File: src/rtl/arp_rx_pkg.sv
// Shared constants, field offsets and FSM encoding for the ARP receiver.
// Used by arp_rx and, when ARP_RX_CRC_EN is defined, by arp_rx_crc32.
package arp_pkg;

    typedef enum logic [2:0] {
        ST_IDLE,
        ST_PRE,
        ST_HDR,
        ST_ARP,
        ST_TAIL,
        ST_DROP
    } state_e;

    localparam logic [3:0]  NIB_PRE      = 4'hA;
    localparam logic [3:0]  NIB_SFD      = 4'hB;

    localparam logic [7:0]  BCAST_BYTE   = 8'hFF;
    localparam logic [15:0] ETH_TYPE_ARP = 16'h0806;
    localparam logic [15:0] HTYPE_ETH    = 16'h0001;
    localparam logic [15:0] PTYPE_IPV4   = 16'h0800;
    localparam logic [7:0]  HLEN_ETH     = 8'h06;
    localparam logic [7:0]  PLEN_IPV4    = 8'h04;
    localparam logic [15:0] OPER_REQUEST = 16'h0001;
    localparam logic [15:0] OPER_REPLY   = 16'h0002;

    // Byte offsets counted from the first byte after the SFD.
    localparam logic [5:0]  OFF_SRC      = 6'd6;
    localparam logic [5:0]  OFF_TYPE_HI  = 6'd12;
    localparam logic [5:0]  OFF_TYPE_LO  = 6'd13;
    localparam logic [5:0]  OFF_HTYPE_HI = 6'd14;
    localparam logic [5:0]  OFF_HTYPE_LO = 6'd15;
    localparam logic [5:0]  OFF_PTYPE_HI = 6'd16;
    localparam logic [5:0]  OFF_PTYPE_LO = 6'd17;
    localparam logic [5:0]  OFF_HLEN     = 6'd18;
    localparam logic [5:0]  OFF_PLEN     = 6'd19;
    localparam logic [5:0]  OFF_OPER_HI  = 6'd20;
    localparam logic [5:0]  OFF_OPER_LO  = 6'd21;
    localparam logic [5:0]  OFF_SHA      = 6'd22;
    localparam logic [5:0]  OFF_SPA      = 6'd28;
    localparam logic [5:0]  OFF_THA      = 6'd32;
    localparam logic [5:0]  OFF_TPA      = 6'd38;
    localparam logic [5:0]  OFF_ARP_LAST = 6'd41;

    localparam int          MIN_FRAME_BYTES = 64;
    localparam logic [5:0]  LAST_MIN_IDX    = 6'(MIN_FRAME_BYTES - 1);

    localparam logic [31:0] CRC_POLY     = 32'h04C11DB7;
    localparam logic [31:0] CRC_INIT     = 32'hFFFFFFFF;
    localparam logic [31:0] CRC_RESIDUE  = 32'hC704DD7B;

    // Byte idx (0 = first on the wire) of a big-endian MAC address.
    function automatic logic [7:0] mac_byte(input logic [47:0] mac, input logic [5:0] idx);
        logic [47:0] s;
        s = mac << (8 * int'(idx));
        return s[47:40];
    endfunction

endpackage

File: src/rtl/arp_rx_if.sv
// Receive-side bus of the ARP receiver: nibble input stream and decoded results.
interface arp_rx_if;
    logic        rx_dv;
    logic [3:0]  rxd;
    logic        arp_valid;
    logic [15:0] arp_oper;
    logic [47:0] sender_mac;
    logic [31:0] sender_ip;
    logic        ip_match;
    logic        frame_err;
    logic        busy;

    modport master (
        output rx_dv, rxd,
        input  arp_valid, arp_oper, sender_mac, sender_ip, ip_match, frame_err, busy
    );

    modport slave (
        input  rx_dv, rxd,
        output arp_valid, arp_oper, sender_mac, sender_ip, ip_match, frame_err, busy
    );
endinterface

File: src/rtl/arp_rx_crc32.sv
// Byte-wide Ethernet CRC-32, bits taken LSB first; compiled only when
// ARP_RX_CRC_EN is defined.
`ifdef ARP_RX_CRC_EN
module arp_rx_crc32
    import arp_pkg::*;
(
    input  logic        clk,
    input  logic        rst,
    input  logic        init_i,
    input  logic        en_i,
    input  logic [7:0]  data_i,
    output logic [31:0] crc_o
);
    logic [31:0] crc_q, crc_d;

    always_comb begin
        crc_d = crc_q;
        for (int i = 0; i < 8; i++) begin
            crc_d = {crc_d[30:0], 1'b0} ^ ((crc_d[31] ^ data_i[i]) ? CRC_POLY : 32'h0);
        end
    end

    always_ff @(posedge clk or posedge rst) begin
        if (rst)         crc_q <= CRC_INIT;
        else if (init_i) crc_q <= CRC_INIT;
        else if (en_i)   crc_q <= crc_d;
    end

    assign crc_o = crc_q;
endmodule
`endif

File: src/rtl/arp_rx.sv
// Nibble-stream Ethernet ARP receiver: validates header/ARP fields and reports
// sender MAC/IP. Defining ARP_RX_CRC_EN adds an FCS check.
module arp_rx
    import arp_pkg::*;
#(
    parameter logic [47:0] LOCAL_MAC = 48'hAC162D0B5AA2,
    parameter logic [31:0] LOCAL_IP  = 32'hC0A80090
) (
    input  logic    clk,
    input  logic    rst,
    arp_rx_if.slave bus
);
    state_e      state_q, state_d;
    logic [5:0]  byte_cnt_q;
    logic [3:0]  hi_nib_q;
    logic        nib_odd_q, len_ok_q, first_q;
    logic        dst_bc_q, dst_uc_q, dst_bc_d, dst_uc_d;
    logic [15:0] oper_s_q;
    logic [47:0] sha_s_q;
    logic [31:0] spa_s_q, tpa_s_q;
    logic        arp_valid_q, frame_err_q, ip_match_q;
    logic [15:0] arp_oper_q;
    logic [47:0] sender_mac_q;
    logic [31:0] sender_ip_q;
    logic [7:0]  byte_val;
    logic        in_frame, byte_done, field_ok, crc_ok;
    logic        sfd_seen, drop_err, end_good, end_err;

    assign byte_val  = {hi_nib_q, bus.rxd};
    assign in_frame  = (state_q == ST_HDR) || (state_q == ST_ARP) || (state_q == ST_TAIL);
    assign byte_done = bus.rx_dv && nib_odd_q && in_frame;

    // Per-byte field check; the destination stays acceptable while either
    // the broadcast or the station address still matches every byte so far.
    always_comb begin
        dst_bc_d = dst_bc_q && (byte_val == BCAST_BYTE);
        dst_uc_d = dst_uc_q && (byte_val == mac_byte(LOCAL_MAC, byte_cnt_q));
        field_ok = 1'b1;
        if (byte_cnt_q < OFF_SRC) begin
            field_ok = dst_bc_d || dst_uc_d;
        end else begin
            case (byte_cnt_q)
                OFF_TYPE_HI:  field_ok = (byte_val == ETH_TYPE_ARP[15:8]);
                OFF_TYPE_LO:  field_ok = (byte_val == ETH_TYPE_ARP[7:0]);
                OFF_HTYPE_HI: field_ok = (byte_val == HTYPE_ETH[15:8]);
                OFF_HTYPE_LO: field_ok = (byte_val == HTYPE_ETH[7:0]);
                OFF_PTYPE_HI: field_ok = (byte_val == PTYPE_IPV4[15:8]);
                OFF_PTYPE_LO: field_ok = (byte_val == PTYPE_IPV4[7:0]);
                OFF_HLEN:     field_ok = (byte_val == HLEN_ETH);
                OFF_PLEN:     field_ok = (byte_val == PLEN_IPV4);
                OFF_OPER_HI:  field_ok = (byte_val == OPER_REQUEST[15:8]);
                OFF_OPER_LO:  field_ok = (byte_val == OPER_REQUEST[7:0]) ||
                                         (byte_val == OPER_REPLY[7:0]);
                default:      field_ok = 1'b1;
            endcase
        end
    end

`ifdef ARP_RX_CRC_EN
    logic [31:0] crc;

    arp_rx_crc32 u_crc (
        .clk    (clk),
        .rst    (rst),
        .init_i (sfd_seen),
        .en_i   (byte_done),
        .data_i (byte_val),
        .crc_o  (crc)
    );

    assign crc_ok = (crc == CRC_RESIDUE);
`else
    assign crc_ok = 1'b1;
`endif

    // NOTE: every signal driven here gets a default first, so no path can
    // leave one unassigned and infer a latch.
    always_comb begin
        state_d  = state_q;
        sfd_seen = 1'b0;
        drop_err = 1'b0;
        end_good = 1'b0;
        end_err  = 1'b0;
        case (state_q)
            ST_IDLE: begin
                if (bus.rx_dv) begin
                    state_d = (!first_q && bus.rxd == NIB_PRE) ? ST_PRE : ST_DROP;
                    // A frame already in flight at reset release is dropped silently.
                    drop_err = !first_q && (bus.rxd != NIB_PRE);
                end
            end
            ST_PRE: begin
                if (!bus.rx_dv) begin
                    state_d = ST_IDLE;
                    end_err = 1'b1;
                end else if (bus.rxd == NIB_SFD) begin
                    state_d  = ST_HDR;
                    sfd_seen = 1'b1;
                end else if (bus.rxd != NIB_PRE) begin
                    state_d  = ST_DROP;
                    drop_err = 1'b1;
                end
            end
            ST_HDR, ST_ARP: begin
                if (!bus.rx_dv) begin
                    state_d = ST_IDLE;
                    end_err = 1'b1;
                end else if (byte_done) begin
                    if (!field_ok) begin
                        state_d  = ST_DROP;
                        drop_err = 1'b1;
                    end else if (state_q == ST_HDR && byte_cnt_q == OFF_TYPE_LO) begin
                        state_d = ST_ARP;
                    end else if (state_q == ST_ARP && byte_cnt_q == OFF_ARP_LAST) begin
                        state_d = ST_TAIL;
                    end
                end
            end
            ST_TAIL: begin
                if (!bus.rx_dv) begin
                    state_d  = ST_IDLE;
                    end_good = len_ok_q && !nib_odd_q && crc_ok;
                    end_err  = !(len_ok_q && !nib_odd_q && crc_ok);
                end
            end
            ST_DROP: begin
                if (!bus.rx_dv) state_d = ST_IDLE;
            end
            default: state_d = ST_IDLE;
        endcase
    end

    // NOTE: state is updated with non-blocking assignments so every register
    // samples the pre-edge values, independent of statement order.
    always_ff @(posedge clk or posedge rst) begin
        if (rst) state_q <= ST_IDLE;
        else     state_q <= state_d;
    end

    always_ff @(posedge clk or posedge rst) begin
        if (rst) begin
            first_q      <= 1'b1;
            byte_cnt_q   <= '0;
            hi_nib_q     <= '0;
            nib_odd_q    <= 1'b0;
            len_ok_q     <= 1'b0;
            dst_bc_q     <= 1'b1;
            dst_uc_q     <= 1'b1;
            oper_s_q     <= '0;
            sha_s_q      <= '0;
            spa_s_q      <= '0;
            tpa_s_q      <= '0;
            arp_valid_q  <= 1'b0;
            frame_err_q  <= 1'b0;
            arp_oper_q   <= '0;
            sender_mac_q <= '0;
            sender_ip_q  <= '0;
            ip_match_q   <= 1'b0;
        end else begin
            first_q     <= 1'b0;
            arp_valid_q <= end_good;
            frame_err_q <= end_err || drop_err;
            if (sfd_seen) begin
                byte_cnt_q <= '0;
                nib_odd_q  <= 1'b0;
                len_ok_q   <= 1'b0;
                dst_bc_q   <= 1'b1;
                dst_uc_q   <= 1'b1;
            end else if (bus.rx_dv && in_frame && !nib_odd_q) begin
                hi_nib_q  <= bus.rxd;
                nib_odd_q <= 1'b1;
            end else if (byte_done) begin
                nib_odd_q <= 1'b0;
                if (byte_cnt_q == LAST_MIN_IDX) len_ok_q   <= 1'b1;
                else                            byte_cnt_q <= byte_cnt_q + 6'd1;
                if (byte_cnt_q < OFF_SRC) begin
                    dst_bc_q <= dst_bc_d;
                    dst_uc_q <= dst_uc_d;
                end
                if (byte_cnt_q >= OFF_OPER_HI && byte_cnt_q <= OFF_OPER_LO)
                    oper_s_q <= {oper_s_q[7:0], byte_val};
                if (byte_cnt_q >= OFF_SHA && byte_cnt_q < OFF_SPA)
                    sha_s_q <= {sha_s_q[39:0], byte_val};
                if (byte_cnt_q >= OFF_SPA && byte_cnt_q < OFF_THA)
                    spa_s_q <= {spa_s_q[23:0], byte_val};
                if (byte_cnt_q >= OFF_TPA && byte_cnt_q <= OFF_ARP_LAST)
                    tpa_s_q <= {tpa_s_q[23:0], byte_val};
            end
            if (end_good) begin
                arp_oper_q   <= oper_s_q;
                sender_mac_q <= sha_s_q;
                sender_ip_q  <= spa_s_q;
                ip_match_q   <= (tpa_s_q == LOCAL_IP);
            end
        end
    end

    assign bus.arp_valid  = arp_valid_q;
    assign bus.frame_err  = frame_err_q;
    assign bus.arp_oper   = arp_oper_q;
    assign bus.sender_mac = sender_mac_q;
    assign bus.sender_ip  = sender_ip_q;
    assign bus.ip_match   = ip_match_q;
    assign bus.busy       = (state_q != ST_IDLE);
endmodule

File: src/flat_wrapper.sv
// flat-port wrapper written by rule: the top's interface ports become plain ports
module arp_rx_flat import arp_pkg::*;
#(
    parameter logic [47:0] LOCAL_MAC = 48'hAC162D0B5AA2,
    parameter logic [31:0] LOCAL_IP  = 32'hC0A80090
)
  (clk, rst, bus_rx_dv, bus_rxd, bus_arp_valid, bus_arp_oper, bus_sender_mac, bus_sender_ip, bus_ip_match, bus_frame_err, bus_busy);
  arp_rx_if bus_i ();
  input  logic clk;
  input  logic rst;
  input wire logic [$bits(bus_i.rx_dv)-1:0] bus_rx_dv;
  input wire logic [$bits(bus_i.rxd)-1:0] bus_rxd;
  output wire logic [$bits(bus_i.arp_valid)-1:0] bus_arp_valid;
  output wire logic [$bits(bus_i.arp_oper)-1:0] bus_arp_oper;
  output wire logic [$bits(bus_i.sender_mac)-1:0] bus_sender_mac;
  output wire logic [$bits(bus_i.sender_ip)-1:0] bus_sender_ip;
  output wire logic [$bits(bus_i.ip_match)-1:0] bus_ip_match;
  output wire logic [$bits(bus_i.frame_err)-1:0] bus_frame_err;
  output wire logic [$bits(bus_i.busy)-1:0] bus_busy;
  assign bus_i.rx_dv = bus_rx_dv;
  assign bus_i.rxd = bus_rxd;
  assign bus_arp_valid = bus_i.arp_valid;
  assign bus_arp_oper = bus_i.arp_oper;
  assign bus_sender_mac = bus_i.sender_mac;
  assign bus_sender_ip = bus_i.sender_ip;
  assign bus_ip_match = bus_i.ip_match;
  assign bus_frame_err = bus_i.frame_err;
  assign bus_busy = bus_i.busy;
  arp_rx #(.LOCAL_MAC(LOCAL_MAC), .LOCAL_IP(LOCAL_IP)) u_core (.clk(clk), .rst(rst), .bus(bus_i));
endmodule
File: config.mk
export PLATFORM = sky130hd
export DESIGN_NAME = arp_rx_flat
export DESIGN_NICKNAME = d
export VERILOG_FILES = /design/src/rtl/arp_rx_pkg.sv /design/src/rtl/arp_rx_if.sv /design/src/rtl/arp_rx_crc32.sv /design/src/rtl/arp_rx.sv /design/src/flat_wrapper.sv
export SDC_FILE = /design/constraint.sdc
export NUM_CORES = 1
export LEC_CHECK = 0
export CAP_MARGIN = 5
export CORE_MARGIN = 2
export CORE_UTILIZATION = 31
export CTS_CLUSTER_DIAMETER = 40
export DETAILED_ROUTE_END_ITERATION = 16
export SYNTH_ARGS = -nofsm -noshare
export SYNTH_HDL_FRONTEND = slang
export SYNTH_SLANG_ARGS = --single-unit
File: constraint.sdc
create_clock -name clk -period 12.6 [get_ports clk]
set_input_delay 1.26 -clock clk [delete_from_list [all_inputs] [get_ports clk]]
set_output_delay 1.26 -clock clk [all_outputs]
set_load 0.02 [all_outputs]
==> results_dict.tcl <==
set metrics [dict create \
    drt-total-wl_um 22500 \
    critPathCaptureType "register" \
    tightest_slew_ns 1.04 \
    ant_nets 0 \
    synth_edf_count 0 \
    maxSlewViolCount 0 \
    rsz0062_at_grt "no" \
    dp_hpwl_um 14100 \
    drt-initial-drc-count 430 \
    ys_types 59 \
    r2r_start "u_core.state_q[2]$_DFFE_PP0P_" \
    r2r-end "u_core.spa_s_q[25]$_DFFE_PP0P_" \
    fp.dieH_um 184 \
    place_area_um2 11600 \
    postCtsHoldBufs 0 \
    antenna_found_initial 0 \
    min_period_over_period_pct 28.4 \
    netSwitchingPower_mw 0.651 \
    die_w_um 184 \
    die-area_um2 34000 \
    wl_per_cell_um 15.2 \
    syn-num-nets 920 \
    clock.fmax_ghz 0.280 \
    ys_seq_area_share_pct 60.8 \
    syn_inst 908 \
    required_ns 12.98 \
    drcViolationCount 0 \
    cts_tree "yes" \
    holdCritPathClass "reg2reg" \
    yosysWarnings 0 \
    gp_congestion 0.811 \
    fp.coreArea_um2 32300 \
    fin_area_um2 12800 \
    combPwrFrac_pct 12.2 \
    antenna_cells 0 \
    cts_setup_buffers 0 \
    synthArstFlopShare_pct 100 \
    via_per_inst 4.63 \
    power.total_mw 2.25 \
    syn2layout_area_growth_pct 27.3 \
    worstSkewPairLatency_ns 0.51 \
    p_leak_nw 6.30 \
    synthFlopType "dfrtp_1" \
    clockBufferDepth 3 \
    finalSetupViolations 0 \
    drive_gt1_share_pct 21.3 \
    vias 6853 \
    pin_count 107 \
    grt_pass1_vias 6808 \
    clk_pin_slew_worst_paths_ns 0.06 \
    grt_overflow 0 \
    finalClockSkew_ns 0.0152 \
    cts_buffers 38 \
    status "finished, final reports clean" \
    grt_pass1_wl_um 37300 \
    p_per_area_nw_per_um2 175 \
    pwr-share-seq_pct 42.8 \
    critPathLaunch "bus_rxd[1]" \
    reg2reg_depth 5 \
    p_sw_share_pct 28.9 \
    synth_area_um2 10100 \
    p_int_mw 1.60 \
    reg2reg_slack_ns 9.66 \
    ir_drop_uv 91.1 \
    timing.final.ws_setup_ns 9.02 \
    grt_max_degree 109 \
    cts-root-buf "clkbuf_16" \
    cts_max_level 2 \
    cts_sinks 245 \
    cp_max_fo 17 \
    hold_viol 0 \
    drv_cap 0 \
    critical_path_class "in2reg" \
    post-route-min-period_ns 3.58 \
    fin_setup_tns_ns 0 \
    cp-endpoint "u_core.state_q[2]$_DFFE_PP0P_" \
    grt_use_total_pct 13.6 \
    cp-start-kind "primary input" \
    io_buffers 106 \
    synth_seq_cells 245 \
    syn_avg_cell_area_um2 11.1 \
    pre_cts_ws_ns 8.44 \
    slew_headroom_pct 30.3 \
    layout.nets 1023 \
    first_pass_iters 4 \
    rows 66 \
    fillers 3115 \
    crit_arrival_ns 3.96 \
    cts-resized-gates 0 \
    start_util_pct 31.3 \
    pwr-share-clk_pct 44.9 \
]
-- registers in the layout (all words and copies together), names as in the netlist, 3 cells and up --
name and cells:
u_core.bus.sender_mac 48, u_core.sha_s_q 48, u_core.bus.sender_ip 32, u_core.spa_s_q 32
u_core.tpa_s_q 32, u_core.bus.arp_oper 16, u_core.oper_s_q 16, u_core.byte_cnt_q 6
u_core.hi_nib_q 4, u_core.state_q 3
-- power by group through the flow --
stage	clock [mW]	sequential (mW)	combinational, mW
after floorplan	0	0.905	0.261
after global placement	0	0.978	0.275
after detailed placement	0	0.980	0.276
after CTS	1.04	0.966	0.278
after global routing	1.08	0.982	0.310
final	1.01	0.966	0.276
-- cells in the final DEF, fill, tap and decap left out, types with 3 or more instances in the layout --
cell / count
dfstp_2: 3
inv_8: 6
a31oi_1: 4
clkinv_4: 5
or3_1: 3
nor2b_1: 5
o21ai_0: 11
clkdlybuf4s50_1: 106
nor2_1: 26
dfrtp_1: 242
nor4b_1: 4
clkbuf_16: 39
clkbuf_8: 3
inv_6: 7
inv_1: 9
nand4_1: 5
clkinvlp_4: 4
nor3_1: 5
xnor2_1: 6
nand3_1: 6
clkinv_2: 4
nand2_1: 317
mux2_2: 130
nor4bb_1: 5
a21oi_1: 12
nor4_1: 5
ha_1: 5
buf_4: 7
o31ai_1: 3
-- stage by stage --
step                      hold WS (ns)  instances  utilization [%]
after floorplan                  0.435        908                -
after global placement           0.448       1413             35.9
after detailed placement         0.452       1413             35.9
after CTS                        0.466       1480             39.8
after global routing             0.488       1480             39.8
final                            0.457       1480             39.8
-- Yosys cell counts (3+ instances only) --
cell type	count	area, um2
buf_2	14	70.1
o31ai_1	3	22.5
nor4bb_1	5	50.1
ha_1	5	62.6
a31oi_1	4	25.0
nor4b_1	4	35.0
xnor2_1	6	52.6
clkbuf_1	34	128
nand3_1	7	35.0
nor2b_1	5	31.3
mux2_2	130	1460
o21ai_0	11	55.1
nor3_1	5	25.0
nand2_1	317	1190
or3_1	3	18.8
nor2_1	27	101
a21oi_1	13	65.1
dfrtp_1	242	6060
inv_1	10	37.5
nor4_1	5	31.3
nand4_1	5	31.3
dfstp_2	3	78.8
-- how the worst min path moves through the flow --
stage                               startpoint                               endpoint  cells after the start
5_1_grt         u_core.spa_s_q[29]$_DFFE_PP0P_   u_core.bus.sender_ip[29]$_DFFE_PP0P_                      2
3_5_place_dp    u_core.sha_s_q[43]$_DFFE_PP0P_  u_core.bus.sender_mac[43]$_DFFE_PP0P_                      2
2_1_floorplan  u_core.oper_s_q[10]$_DFFE_PP0P_    u_core.bus.arp_oper[10]$_DFFE_PP0P_                      2
6_report        u_core.spa_s_q[30]$_DFFE_PP0P_   u_core.bus.sender_ip[30]$_DFFE_PP0P_                      2
4_1_cts         u_core.spa_s_q[30]$_DFFE_PP0P_   u_core.bus.sender_ip[30]$_DFFE_PP0P_                      2
3_3_place_gp    u_core.spa_s_q[29]$_DFFE_PP0P_   u_core.bus.sender_ip[29]$_DFFE_PP0P_                      2
-- metal layers --
layer  wire length [um]  track usage (%)  vias up
met1              10800             19.5     3402
met3               1240             2.77       45
met4                500             4.13        0
li1                   -                -     3256
met2               9990             20.8      150
met5                  0                0        -
-- worst max-delay path, cell delays in order --
cell,delay [ns]
clkdlybuf4s50_1,0.74
or4b_1,0.61
o32ai_1,0.13
a31oi_1,0.08
or4_4,0.56
nand3_2,0.13
nand3b_1,0.11
a311o_1,0.32
-- logic make-up (layout without fill, tap and decap cells) --
kind of cell	Yosys count	after routing	synth area share [%]
adders and majority gates	6	6	0.719
muxes	131	131	14.6
buffers and inverters	61	191	2.55
DFF	245	245	60.8
xor gates and xnor gates	6	6	0.521
and+or+nand+nor	402	402	17.0
other	1	1	0.0371
AOI/OAI and AO/OA	56	56	3.79
-- cell type report --
type / instances / area, um2 / share of cell area [%]
Tap cell: 442 / 553 / 4.30
Timing Repair Buffer: 113 / 1110 / 8.67
Sequential cell: 245 / 6130 / 47.7
Clock buffer: 42 / 1020 / 7.92
Inverter: 11 / 50.0 / 0.390
Clock inverter: 25 / 236 / 1.84
Multi-Input combinational cell: 602 / 3740 / 29.1
Power figures use the tool's default switching activity.
